===== src/rtl/acc_mem_pkg.sv =====
`default_nettype none
// ============================================================================
// Module      : acc_mem_pkg
// Description : Shared defaults and FSM state type for the accelerator /
//               data-memory arbiter.
//               AW_DEF - default word-address width of d_mem (depth 2**AW)
//               DW_DEF - default data width
//               acc_state_t - burst sequencer states
// Revision    : 1.0 - initial release
// ============================================================================
package acc_mem_pkg;

  localparam int AW_DEF = 6;
  localparam int DW_DEF = 32;

  typedef enum logic [1:0] {
    IDLE  = 2'd0,
    BURST = 2'd1,
    DRAIN = 2'd2,
    DONE  = 2'd3
  } acc_state_t;

endpackage
`default_nettype wire


===== src/rtl/acc_out_reg.sv =====
`default_nettype none
// ============================================================================
// Module      : acc_out_reg
// Description : One-entry valid/ready output register feeding the
//               accelerator. A load captures a word and raises valid; the
//               word is held stable until the consumer accepts it.
// Ports       : clk      - clock
//               reset    - asynchronous active-high reset
//               i_load   - capture i_data this cycle
//               i_data   - word to capture
//               i_rready - consumer accepts the current word
//               o_rvalid - o_rdata holds a valid word
//               o_rdata  - held word
// Revision    : 1.0 - initial release
// ============================================================================
module acc_out_reg
  import acc_mem_pkg::*;
#(
  parameter int DW = DW_DEF
) (
  input  logic          clk,
  input  logic          reset,
  input  logic          i_load,
  input  logic [DW-1:0] i_data,
  input  logic          i_rready,
  output logic          o_rvalid,
  output logic [DW-1:0] o_rdata
);

  logic          r_valid;
  logic [DW-1:0] r_data;

  // A load takes precedence over a drain: the caller only loads when the
  // slot is empty or being emptied this same cycle.
  always_ff @(posedge clk or posedge reset) begin
    if (reset) begin
      r_valid <= 1'b0;
      r_data  <= '0;
    end else if (i_load) begin
      r_valid <= 1'b1;
      r_data  <= i_data;
    end else if (r_valid && i_rready) begin
      r_valid <= 1'b0;
    end
  end

  assign o_rvalid = r_valid;
  assign o_rdata  = r_data;

endmodule
`default_nettype wire


===== src/rtl/acc_mem_arbiter.sv =====
`default_nettype none
// ============================================================================
// Module      : acc_mem_arbiter
// Description : Owns the single d_mem port and shares it between the
//               pipelined core and the accelerator read-burst engine. An
//               accelerator start reads datasize words from startaddr,
//               streams them over valid/ready and pulses done.
// Ports       : clk / reset          - clock, async active-high reset
//               i_cpu_*  / o_cpu_*   - core load/store port and stall
//               i_acc_*  / o_acc_*   - burst control, status and stream
//               o_mem_* / i_mem_rdata - d_mem port (sync write, comb read)
// Config      : BURST_PRIO_EN - when defined the burst owns the memory in
//               BURST and the core is stalled; otherwise the core has
//               priority and the burst uses idle memory cycles only.
// Revision    : 1.0 - initial release
// ============================================================================
module acc_mem_arbiter
  import acc_mem_pkg::*;
#(
  parameter int AW = AW_DEF,
  parameter int DW = DW_DEF
) (
  input  logic          clk,
  input  logic          reset,
  input  logic          i_cpu_memreq,
  input  logic          i_cpu_memwrite,
  input  logic [AW-1:0] i_cpu_addr,
  input  logic [DW-1:0] i_cpu_wdata,
  output logic [DW-1:0] o_cpu_rdata,
  output logic          o_cpu_stall,
  input  logic          i_acc_start,
  input  logic          i_acc_bypass,
  input  logic [AW-1:0] i_acc_startaddr,
  input  logic [AW-1:0] i_acc_datasize,
  output logic          o_acc_busy,
  output logic          o_acc_done,
  output logic [DW-1:0] o_acc_rdata,
  output logic          o_acc_rvalid,
  input  logic          i_acc_rready,
  output logic          o_mem_we,
  output logic [AW-1:0] o_mem_addr,
  output logic [DW-1:0] o_mem_wdata,
  input  logic [DW-1:0] i_mem_rdata
);

  acc_state_t    r_state;
  logic [AW-1:0] r_ptr;
  logic [AW-1:0] r_count;
  logic          r_busy;
  logic          r_done;

  logic w_burst;
  logic w_grant;
  logic w_stall;
  logic w_rvalid;
  logic w_slot_free;

  assign w_burst     = (r_state == BURST);
  // The output slot can take a new word if empty or emptied this cycle.
  assign w_slot_free = !w_rvalid || i_acc_rready;

`ifdef BURST_PRIO_EN
  assign w_stall = i_cpu_memreq & w_burst;
  assign w_grant = w_burst & w_slot_free;
`else
  assign w_stall = 1'b0;
  assign w_grant = w_burst & w_slot_free & !i_cpu_memreq;
`endif

  // Memory port mux; a stalled core store must never reach the memory.
  assign o_mem_addr  = w_grant ? r_ptr : i_cpu_addr;
  assign o_mem_we    = !w_grant & i_cpu_memreq & i_cpu_memwrite & !w_stall;
  assign o_mem_wdata = i_cpu_wdata;
  assign o_cpu_rdata = i_mem_rdata;
  assign o_cpu_stall = w_stall;

  always_ff @(posedge clk or posedge reset) begin
    if (reset) begin
      r_state <= IDLE;
      r_ptr   <= '0;
      r_count <= '0;
      r_busy  <= 1'b0;
      r_done  <= 1'b0;
    end else begin
      r_done <= 1'b0;
      case (r_state)
        IDLE: begin
          if (i_acc_start) begin
            if (!i_acc_bypass && (i_acc_datasize != '0)) begin
              r_ptr   <= i_acc_startaddr;
              r_count <= i_acc_datasize;
              r_state <= BURST;
              r_busy  <= 1'b1;
            end else begin
              // Nothing to fetch: complete immediately without a burst.
              r_done <= 1'b1;
            end
          end
        end
        BURST: begin
          if (w_grant) begin
            r_ptr   <= r_ptr + 1'b1;  // wraps modulo the memory depth
            r_count <= r_count - 1'b1;
            if (r_count == AW'(1)) begin
              r_state <= DRAIN;
            end
          end
        end
        DRAIN: begin
          // Last word is still in the output slot; wait for its acceptance.
          if (w_rvalid && i_acc_rready) begin
            r_state <= DONE;
          end
        end
        DONE: begin
          r_done  <= 1'b1;
          r_busy  <= 1'b0;
          r_state <= IDLE;
        end
        default: begin
          r_state <= IDLE;
          r_busy  <= 1'b0;
        end
      endcase
    end
  end

  acc_out_reg #(
    .DW (DW)
  ) u_out_reg (
    .clk      (clk),
    .reset    (reset),
    .i_load   (w_grant),
    .i_data   (i_mem_rdata),
    .i_rready (i_acc_rready),
    .o_rvalid (w_rvalid),
    .o_rdata  (o_acc_rdata)
  );

  assign o_acc_rvalid = w_rvalid;
  assign o_acc_busy   = r_busy;
  assign o_acc_done   = r_done;

endmodule
`default_nettype wire


===== config.mk =====
export PLATFORM = sky130hd
export DESIGN_NAME = acc_mem_arbiter
export DESIGN_NICKNAME = d
export VERILOG_FILES = /design/src/rtl/acc_mem_pkg.sv /design/src/rtl/acc_out_reg.sv /design/src/rtl/acc_mem_arbiter.sv
export SDC_FILE = /design/constraint.sdc
export NUM_CORES = 1
export LEC_CHECK = 0
export CORE_MARGIN = 2
export CORE_UTILIZATION = 33
export DETAILED_ROUTE_END_ITERATION = 10
export MAX_ROUTING_LAYER = met4
export PLACE_DENSITY = 0.83
export SYNTH_ARGS = -nofsm -noshare
export SYNTH_HDL_FRONTEND = slang
export SYNTH_HIERARCHICAL = 1
export SYNTH_SLANG_ARGS = --single-unit

===== constraint.sdc =====
create_clock -name clk -period 2.3 [get_ports clk]
set_input_delay 0.23 -clock clk [delete_from_list [all_inputs] [get_ports clk]]
set_output_delay 0.23 -clock clk [all_outputs]
set_load 0.005 [all_outputs]

---- Word level (Yosys, flattened, before mapping) ----
Index checks and enable logic that the tools add are counted.
operators by class
  reduce and logical (&&, ||, !) cells .... 15
  add/sub/neg operators ................... 2
  equality and inequality tests ........... 9
  bitwise logic cells ..................... 4
  mux-type cells .......................... 23
operators with widths
  cell                 number
  $mux 6               7
  $pmux 6 s2           2
  $mux 2               5
  $pmux 2 s4           1
  $add 6x1->6 const B  1
  $eq 6x1->1 const B   1
  $mux 1               6
  $ne 2x2->1 const B   3
  $reduce_bool 2->1    3
  $reduce_bool 6->1    1
  $sub 6x1->6 const B  1
  $reduce_and 5->1     1
  $and 1x1->1          4
  $eq 2x2->1 const B   2
  $logic_not 1->1      4
  $ne 2x1->1 const B   2
  $pmux 1 s2           2
  $reduce_and 4->1     1
  $reduce_and 3->1     1
  $eq 2x1->1 const B   1
  $logic_and 1x1->1    2
  $logic_not 2->1      1
  $logic_or 1x1->1     1
storage, ports and cells
  output and inout port bits .............. 107
  register bits ........................... 49
  logic and storage cells ................. 60
  input bits .............................. 89

---- Logic depth before layout (Yosys ltp) ----
  depth in word-level cells ............... 7
  gate-level depth with buffers ........... 10
  depth with buffers taken out ............ 6

---- Modules after synthesis ----
Netlist, hierarchy kept.
modules (own cells, without submodules)
  module           cells each  seq. area each (sq um)  instances  area each (sq um)
  acc_mem_arbiter  199         400.4                   1          1659.1
  acc_out_reg      72          825.8                   1          1381.3

---- Worst setup path after synthesis ----
Ideal clock, no wire load.
  path kind ............................... flip-flop to flip-flop
  start ................................... register r_state[1]
  end ..................................... register u_out_reg.r_data[0], in the netlist u_out_reg/o_rdata[0]
  cell stages (with the launch flop) ...... 11
  path buffers ............................ 4
  arrival time ............................ 2129 ps
  setup slack ............................. 46 ps
  data required time ...................... 2175 ps
  setup time .............................. 125 ps
  period minus slack after synthesis ...... 2254 ps
  cell sequence ........................... dfrtp_1 > inv_1 > ha_1 > buf_2 > clkinv_1 > or3_1 > clkbuf_1 > inv_1 > buf_6 > buf_12 > mux2_4
on the way
  longest elaborated chain between the ends .. 3
ends and longest elaborated chain
  item                      line                    source
  start: declaration        acc_mem_arbiter.sv:46   acc_state_t r_state;
  start signal: assignment  acc_mem_arbiter.sv:79   r_state <= IDLE;
  start signal: assignment  acc_mem_arbiter.sv:92   r_state <= BURST;
  start signal: assignment  acc_mem_arbiter.sv:105  r_state <= DRAIN;
  $eq 2x1->1                acc_mem_arbiter.sv:58   assign w_burst = (r_state == BURST);
  $and 1x1->1 (2 in a row)  acc_mem_arbiter.sv:67   assign w_grant = w_burst & w_slot_free & !i_cpu_memreq;
  via w_grant               acc_mem_arbiter.sv:53   logic w_grant;
  end signal: assignment    acc_out_reg.sv:41       r_data <= i_data;
  end: declaration          acc_out_reg.sv:31       logic [DW-1:0] r_data;
The timed path passes the listed nets, and every way through them passes these cells.
A chain may end at the register's enable or synchronous reset.

---- Worst setup path after layout ----
  start ................................... register r_state[1]
  end ..................................... output port o_mem_addr[1]
on the way
  longest elaborated chain between the ends .. 4
ends and longest elaborated chain
  item                      line                   source
  $eq 2x1->1                acc_mem_arbiter.sv:58
  $and 1x1->1 (2 in a row)  acc_mem_arbiter.sv:67
  $mux 6                    acc_mem_arbiter.sv:71  assign o_mem_addr = w_grant ? r_ptr : i_cpu_addr;
  end: declaration          acc_mem_arbiter.sv:41  output logic [AW-1:0] o_mem_addr,
Every way passes these cells.

==> results.md <==
* Worst Setup End Kind: primary output
* Vias in the first global route at 2,222
* GP Congestion at 0.872
* Clk_lat worst skew at 0.29 ns
* Area of the mapped netlist at 0.00304 mm^2
* 1st-iter DRT viols at 51
* Crit path largest cell delay at 0.49 ns
* GRT Util Overall at between 10% and 20%
* Number of flops mapped to enable cells by yosys at 0
* Post-route cell area at 0.00414 mm^2
* RSZ-0062 raised after global routing: true
* PnR Total Power at 4.93 mW
* Routed len/inst at 15.3 um
* Io pins at ~200
* Area of the multi-input gates at 0.00119 mm^2
* HP Class: in2async
* First-pass GRT wire length at roughly 11,000 um
* Initial Util at 33.4%
* Die area at 0.0100 mm^2
* Die width at 100 um
* Setup WS post-layout at -0.114 ns
* Register area at 0.00123 mm^2
* Critical path's slowest cell: clkdlybuf4s50_1
* Ys async rst share at 100%
* Yosys cell types at 42
* Sequential area share after synthesis at 40.3%
* Area growth, synth to finish at 36.0%
* Failing checks: negative setup slack
* Crit Path Class: reg2out
* FILL cells at about 840
* Hold_buf cts at 0
* Setup TNS at -0.333 ns
* Share of the synthesized area in the top cell type at 40.3%
* Inserted Diodes at 0
* Synth area leader: dfrtp_1
* Detail Placement HPWL at 5510 um
* Max-cap viol count at 0
* Final hold vios at 0
* Initial antenna violation count at 0
* Vias per cell at around 4.9
* Largest net degree at the start of global routing at 33
* Run status: finished with violations
* Core area at between 0.009 and 0.01 mm^2
* Mapped Cells at 271
* Leakage Power at 1.77 nW
* Top-count cell post-synth: buf_4
* Share of cells above drive strength 1 at about a fifth
* Post-DP Area at 0.00400 mm^2
* Min Tclk post-route at 2.41 ns
* Worst-case vdd ir drop at 0.565 mV
* Avg Cell Area, Syn at approximately 11 um^2
* Longest Clk Path Bufs at 2
* # setup viols final at 3
* Clk sink count at 49
* Synth warn at 6
* TritonCTS clock tree: done
* I/O Buffers at 130
* Worst slew pin tran at 0.668 ns
* Synth Register Bits at between 40 and 50
* Pwr/cell area at 1190 mW/mm^2
* Final nets at 439
* Row count at 35
* CTS Root Cell: clkbuf_8
* Arr. time, crit path at roughly 2.2 ns
* Final core utilization at 45.4%
* Placed Cells at 446
* Crit-path cells: inv_2 > ha_2 > clkinv_1 > or3_4 > mux2_2 > clkdlybuf4s50_1
* Area contributors post-synth: dfrtp_1 (40%), buf_4 (16%), mux2_4 (15%), mux2_2 (3.3%), ha_1 (2.9%)
* Final Instance Count excl. Fillers at 455
* Worst-path clk slew at 0.09 ns
* Synth Flop Type: dfrtp_1
* CP required at 2.07 ns
* Die H at 100 um
* Routed wire length at 6940 um
* Period utilisation layout at 105%
* Net count after synthesis at 367
* F_max at about 410 MHz
* Max-slew headroom at about 55%
* Overflow left after global routing at 0
* Hold_ws at 0.0990 ns
* Final Max Slew Viols at 0
* Startpoint type of the worst setup path: register
* Pre-CTS setup slack at -0.0169 ns
* CTS buffer count at 5
* Routed Antenna Nets at 0
* H-Tree Depth at 2
* DRC violations left at 0
* Vias at 2,209
* Clock Skews at 0.00819 ns
* First-pass DRT Iterations at 4
* Most frequent cells after synthesis: buf_4 (65), dfrtp_1 (49), mux2_4 (30)
* Crit-path max FO at 7
## placed cells by master (no fill, tap or decap), types with 3 or more instances in the layout
| cell | n |
|---|---|
| inv_1 | 8 |
| o31ai_1 | 5 |
| nor3_1 | 6 |
| nor2_1 | 13 |
| mux2_4 | 31 |
| clkbuf_8 | 5 |
| nand2_1 | 4 |
| nand2b_1 | 4 |
| dfrtp_1 | 49 |
| mux2_2 | 8 |
| ha_1 | 6 |
| a2bb2oi_1 | 5 |
| o21ai_0 | 10 |
| nor2b_1 | 4 |
| buf_4 | 10 |
| nand3_1 | 6 |
| a211o_1 | 3 |
| clkdlybuf4s50_1 | 127 |
## registers in the layout (all words and copies together), names as in the netlist
signal,flops
u_out_reg/o_rdata,32
r_ptr,6
u_out_reg/o_rvalid,1
o_acc_done,1
o_acc_busy,1
r_count,6
r_state,2
## routing by layer
layer	track usage [%]	wire (um)
met1	16.6	2750
met2	24.9	3560
met3	3.41	573
met4	3.16	59
met5	-	0
## what timing repair did
action	CTS	global route
setup endpoints to repair	6	6
gates resized for setup	3	4
setup buffers	0	1
gates cloned	0	0
pin swaps	1	1
## where the power goes
group	total [mW]	internal, mW	switching (mW)
clock	0.610	0.325	0.285
combinational	2.70	1.69	1.01
sequential	1.62	1.31	0.310
total	4.93	3.32	1.60
## logic make-up after synthesis
group	Yosys count	share of synthesized area [%]
and+or+nand+nor	50	8.68
AOI/OAI and AO/OA	35	8.40
muxes	41	18.8
adders and majority gates	7	2.88
buffers and inverters	88	20.8
DFF	49	40.3
other	1	0.123
## final timing paths
| check | cells after the start | slack [ns] | from | to |
|---|---|---|---|---|
| hold / removal | 2 | 0.1 | reset | u_out_reg/o_rvalid |
| max in group asynchronous | 2 | 1.52 | reset | r_ptr[5] |
| min in group clk | 0 | 0.46 | i_cpu_wdata[11] | o_mem_wdata[11] |
| setup / recovery | 6 | -0.11 | r_state[1] | o_mem_addr[1] |
| hold reg to reg | 1 | 0.51 | u_out_reg/o_rdata[5] | u_out_reg/o_rdata[5] |
| setup reg to reg | 4 | 0.10 | r_count[2] | r_state[1] |
## critical path, delay by kind of cell, from the launching register on
kind / cells / cell delay, ns
adder cells (fa/ha/maj): 1 / 0.17
flip-flops: 1 / 0.40
buffers and inverters: 3 / 0.62
AND/OR/NAND/NOR: 1 / 0.46
multiplexers: 1 / 0.25
## final cells by class
cell class                      count  share of cell area (%)
Sequential cell                    49                    29.7
Clock inverter                      3                    1.12
Tap cell                          111                    3.36
Inverter                           11                   0.998
Timing Repair Buffer              142                    34.3
Clock buffer                        5                    1.66
Multi-Input combinational cell    134                    28.9
Note: power is estimated with default switching activity, not from simulation.
